File: src/rtl/jk_pkg.sv
// Shared JK excitation encoding and the helper that derives excitation from a bit transition.
package jk_pkg;

    // Excitation codes packed as {J,K}
    localparam logic [1:0] JK_HOLD = 2'b00;
    localparam logic [1:0] JK_RST  = 2'b01;
    localparam logic [1:0] JK_SET  = 2'b10;
    localparam logic [1:0] JK_TOG  = 2'b11;

    // Force-style excitation that moves a bit from cur to nxt (hold when unchanged)
    function automatic logic [1:0] jk_excite(input logic cur, input logic nxt);
        logic [1:0] e;
        if (cur == nxt) begin
            e = JK_HOLD;
        end else if (nxt) begin
            e = JK_SET;
        end else begin
            e = JK_RST;
        end
        return e;
    endfunction

endpackage

File: src/rtl/jk_cell.sv
// Single JK flip-flop with synchronous active-low reset; no next-state logic beyond J/K.
module jk_cell
    import jk_pkg::*;
(
    input  logic clk,
    input  logic rst_n,
    input  logic j,
    input  logic k,
    output logic q
);

    // JK storage: hold / reset / set / toggle
    always_ff @(posedge clk) begin
        if (!rst_n) begin
            q <= 1'b0;
        end else begin
            unique case ({j, k})
                JK_HOLD: q <= q;
                JK_RST:  q <= 1'b0;
                JK_SET:  q <= 1'b1;
                JK_TOG:  q <= ~q;
            endcase
        end
    end

endmodule

File: src/rtl/jk_mod_counter.sv
// Modulo-MOD up/down counter whose state lives entirely in a bank of JK cells.
// The top computes the per-bit J/K excitation, the load clamp and the wrap/load_err pulses.
module jk_mod_counter
    import jk_pkg::*;
#(
    parameter int unsigned WIDTH = 4,
    parameter int unsigned MOD   = 10
) (
    input  logic             clk,
    input  logic             rst_n,
    input  logic             en,
    input  logic             up_dn,
    input  logic             load,
    input  logic [WIDTH-1:0] load_val,
    output logic [WIDTH-1:0] q,
    output logic [WIDTH-1:0] j_o,
    output logic [WIDTH-1:0] k_o,
    output logic             wrap,
    output logic             load_err
);

    localparam logic [WIDTH-1:0] MAX_VAL = WIDTH'(MOD - 1);

    logic             over_c;
    logic             wrap_c;
    logic [WIDTH-1:0] nxt_c;
    logic             tog_c;

    // Load values at or above the modulus are clamped to MOD-1
    assign over_c = (32'(load_val) >= MOD);

    // Next-count selection; tog_c marks ordinary steps that use toggle excitation
    always_comb begin
        nxt_c  = q;
        tog_c  = 1'b0;
        wrap_c = 1'b0;
        if (!load && en) begin
            if (up_dn) begin
                if (q == MAX_VAL) begin
                    nxt_c  = '0;
                    wrap_c = 1'b1;
                end else begin
                    nxt_c = q + WIDTH'(1);
                    tog_c = 1'b1;
                end
            end else begin
                if (q == '0) begin
                    nxt_c  = MAX_VAL;
                    wrap_c = 1'b1;
                end else begin
                    nxt_c = q - WIDTH'(1);
                    tog_c = 1'b1;
                end
            end
        end
    end

    // Per-bit excitation: load forces every bit, counting toggles or forces changed bits
    always_comb begin
        logic [1:0] e;
        e   = JK_HOLD;
        j_o = '0;
        k_o = '0;
        if (load) begin
            j_o = over_c ? MAX_VAL : load_val;
            k_o = ~j_o;
        end else if (en) begin
            for (int i = 0; i < int'(WIDTH); i++) begin
                e = jk_excite(q[i], nxt_c[i]);
                if (tog_c && (e != JK_HOLD)) begin
                    e = JK_TOG;
                end
                j_o[i] = e[1];
                k_o[i] = e[0];
            end
        end
    end

    // Registered one-cycle status pulses, dropped by reset
    always_ff @(posedge clk) begin
        if (!rst_n) begin
            wrap     <= 1'b0;
            load_err <= 1'b0;
        end else begin
            wrap     <= wrap_c;
            load_err <= load & over_c;
        end
    end

    // JK storage bank
    for (genvar i = 0; i < int'(WIDTH); i++) begin : g_cell
        jk_cell u_cell (
            .clk   (clk),
            .rst_n (rst_n),
            .j     (j_o[i]),
            .k     (k_o[i]),
            .q     (q[i])
        );
    end

endmodule

File: config.mk
export PLATFORM = sky130hd
export DESIGN_NAME = jk_mod_counter
export DESIGN_NICKNAME = d
export VERILOG_FILES = /design/src/rtl/jk_pkg.sv /design/src/rtl/jk_cell.sv /design/src/rtl/jk_mod_counter.sv
export SDC_FILE = /design/constraint.sdc
export NUM_CORES = 1
export LEC_CHECK = 0
export ABC_AREA = 1
export CORE_ASPECT_RATIO = 0.9
export CORE_MARGIN = 8
export CORE_UTILIZATION = 30
export DETAILED_ROUTE_END_ITERATION = 7
export PLACE_DENSITY_LB_ADDON = 0.08
export SLEW_MARGIN = 20
export SYNTH_ARGS = -nofsm -noshare
export SYNTH_HDL_FRONTEND = slang
export SYNTH_SLANG_ARGS = --single-unit
export TNS_END_PERCENT = 10
File: constraint.sdc
create_clock -name clk -period 6.59 [get_ports clk]
set_input_delay 1.6475 -clock clk [delete_from_list [all_inputs] [get_ports clk]]
set_output_delay 1.6475 -clock clk [all_outputs]
set_load 0.01 [all_outputs]
==> run_results.csv <==
group,metric,value,unit
grt,grt_pass1_wl,3470,µm
clocking,cts_root_buffer,"clkbuf_4",
grt,grt_usage,9.23,%
sta,max_freq,0.169,GHz
clocking,htreeDepth,1,
floorplan,rows,18,
sta,finalHoldViolations,0,
pwr,power,0.000174,W
yosys,ys_ff_latch,6,
clocking,cts_resized,0,
route,drtPass1Iterations,4,
route,ant_nets,0,
sta,timing.hold.ws,0.609,ns
cells_and_area,fillers,295,
setup_path,critical_path_required,4.94,ns
yosys,syn_area,826,µm²
floorplan,die_w,71.3,µm
sta,tns,0,ns
sta,worst_pin_slew,0.566,ns
cells_and_area,final_util,37.7,%
status,run_status,"complete, no violations",
sta,setup_viol,0,
route,drt-total-wl,2010,µm
grt,grt_antenna_before_repair,0,
sta,min_period,5.91,ns
clocking,cts_buffer_depth,2,
sta,max_slew_margin,62.2,%
setup_path,worst_setup_path_end_kind,"output port",
yosys,synthCells,134,
placed_design,place.gp.congestion,0.804,
clocking,cts_tree,"done",
yosys,yosysWarnings,0,
sta,period_share,89.7,%
setup_path,slowest_stage,"clkdlybuf4s50_1",
yosys,syn_avg_cell_area,6.16,µm²
grt,grt-ovfl-total,0,
cells_and_area,antenna_cells,0,
floorplan,core,2680,µm²
setup_path,start_kind,"input pin",
min_path,hold_path_class,"register to register",
grt,first_global_vias,852,
floorplan,io_pins,23,
cells_and_area,layout-drive-gt1-share,13.0,%
cells_and_area,area_growth,22.4,%
route,via_count,799,
clocking,clk-insertion-delay-late,0.25,ns
pwr,vdd_drop_max,69.8,µV
sta,slew_viol_final,0,
cells_and_area,nNetsFinal,165,
floorplan,initial_core_util,30.8,%
route,drtIter0Drc,19,
clocking,ctsHoldBuffers,0,
setup_path,path_max_fanout,15,
yosys,ys_seq_area_share,14.5,%
cells_and_area,final_common_cell,"nand2_1",
job,drv_cap,0,
clocking,clk_pin_slew,0.05,ns
setup_path,cp_common_cell,"nand2_1",
pwr,power_density,172,nW/µm²
placed_design,dp_hpwl,1700,µm
clocking,post_cts_buffers,0,
setup_path,path_cells,"clkdlybuf4s50_1, inv_1, nor2_2, inv_2, a211oi_1, nand2_1, nand2_1, nand2_1, ha_1, inv_1, nand2_2, o211ai_2, clkdlybuf4s50_1",
sta,finClkSkew,0.00232,ns
floorplan,die_area,4690,µm²
sta,rsz0062_at_grt,"false",
placed_design,pre_cts_slack,0.660,ns
grt,grt_max_degree,16,
placed_design,numPortBuffers,22,
clocking,numCtsBuffers,3,
setup_path,crit_type,"input pin to output port",
sta,fin_ws,0.679,ns
floorplan,die_h,65.8,µm
clocking,numClockSinks,6,
yosys,syn_nets,151,
pwr,leakagePower,0.519,nW
setup_path,max_stage_delay,0.56,ns
route,drc,0,
cells_and_area,final_cell_mix,"nand2_1 (31), inv_1 (26), clkdlybuf4s50_1 (22)",
route,via_per_inst,4.54,
route,wire_per_inst,11.4,µm
yosys,synth_cell_type_count,24,
setup_path,worst_ep_arrival_time,4.26,ns
Yosys cell counts:
library cell  number  area, µm²
nand2_1           31        116
inv_1             26       97.6
buf_4             12       90.1
ha_1               8        100
nor2_1             8       30.0
a21oi_1            6       30.0
dfxtp_1            6        120
nand2_2            4       25.0
nand3_1            4       20.0
o21ai_0            4       20.0
o21ai_1            4       20.0
inv_2              3       11.3
nand3_2            3       30.0
nor2_2             3       18.8
nand4_1            2       12.5
nor2_4             2       22.5
a211oi_1           1       7.51
a31oi_1            1       6.26
buf_2              1       5.00
nor3_1             1       5.00
o2111ai_1          1       8.76
o211ai_2           1       12.5
o31ai_1            1       7.51
xor2_1             1       8.76
flip-flops by register name, summed over array words and instances, names as in the netlist:
| signal | flops |
|---|---|
| load_err | 1 |
| wrap | 1 |
| g_cell.u_cell.q | 4 |
cell type report:
class	instances	area [µm²]	area share (%)
Multi-Input combinational cell	86	502	49.6
Timing Repair Buffer	22	220	21.8
Sequential cell	6	120	11.9
Inverter	29	109	10.8
Tap cell	30	37.5	3.71
Clock buffer	3	22.5	2.23
final timing paths:
path	start	end	slack (ns)	cells after the start
worst max-delay path	en	j_o[3]	0.68	13
worst min-delay path	g_cell[2].u_cell.q	g_cell[2].u_cell.q	0.61	1
worst max register to register	g_cell[3].u_cell.q	g_cell[1].u_cell.q	4.53	13
worst min register to register	g_cell[2].u_cell.q	g_cell[2].u_cell.q	0.61	1
logic make-up (layout without fill, tap and decap cells):
logic type	after synthesis	count (layout)	share of synthesized area (%)
simple gates	58	58	33.9
compound gates	19	19	13.6
buf+inv	42	54	24.7
fa+ha+maj	8	8	12.1
flops	6	6	14.5
xor+xnor	1	1	1.06
stage by stage:
| step | std cells | instance area (µm²) |
|---|---|---|
| after floorplan | 134 | 826 |
| after global placement | 173 | 988 |
| after detailed placement | 173 | 988 |
| after CTS | 176 | 1010 |
| after global routing | 176 | 1010 |
| final | 176 | 1010 |
critical path: cells and delay by family:
| kind | cells | cell delay (ns) |
|---|---|---|
| AO/OA/AOI/OAI | 2 | 0.30 |
| adder cells (fa/ha/maj) | 1 | 0.29 |
| buffers and inverters | 5 | 1.31 |
| AND/OR/NAND/NOR | 5 | 0.71 |
power breakdown:
| part | total [W] | internal [W] | switching, W |
|---|---|---|---|
| registers | 0.0000475 | 0.0000400 | 0.00000757 |
| logic | 0.0000896 | 0.0000413 | 0.0000483 |
| clock network | 0.0000364 | 0.0000208 | 0.0000156 |
| total | 0.000174 | 0.000102 | 0.0000715 |
per-layer routing:
| metal | GRT usage [%] | vias up | share of wire, % |
|---|---|---|---|
| met5 | 0 | - | 0 |
| met4 | 3.89 | 0 | 0.70 |
| met3 | 3.79 | 2 | 5.5 |
| met2 | 15.7 | 17 | 48 |
| met1 | 9.97 | 353 | 46 |
| li1 | - | 427 | - |
(Power assumes the default switching activity.)
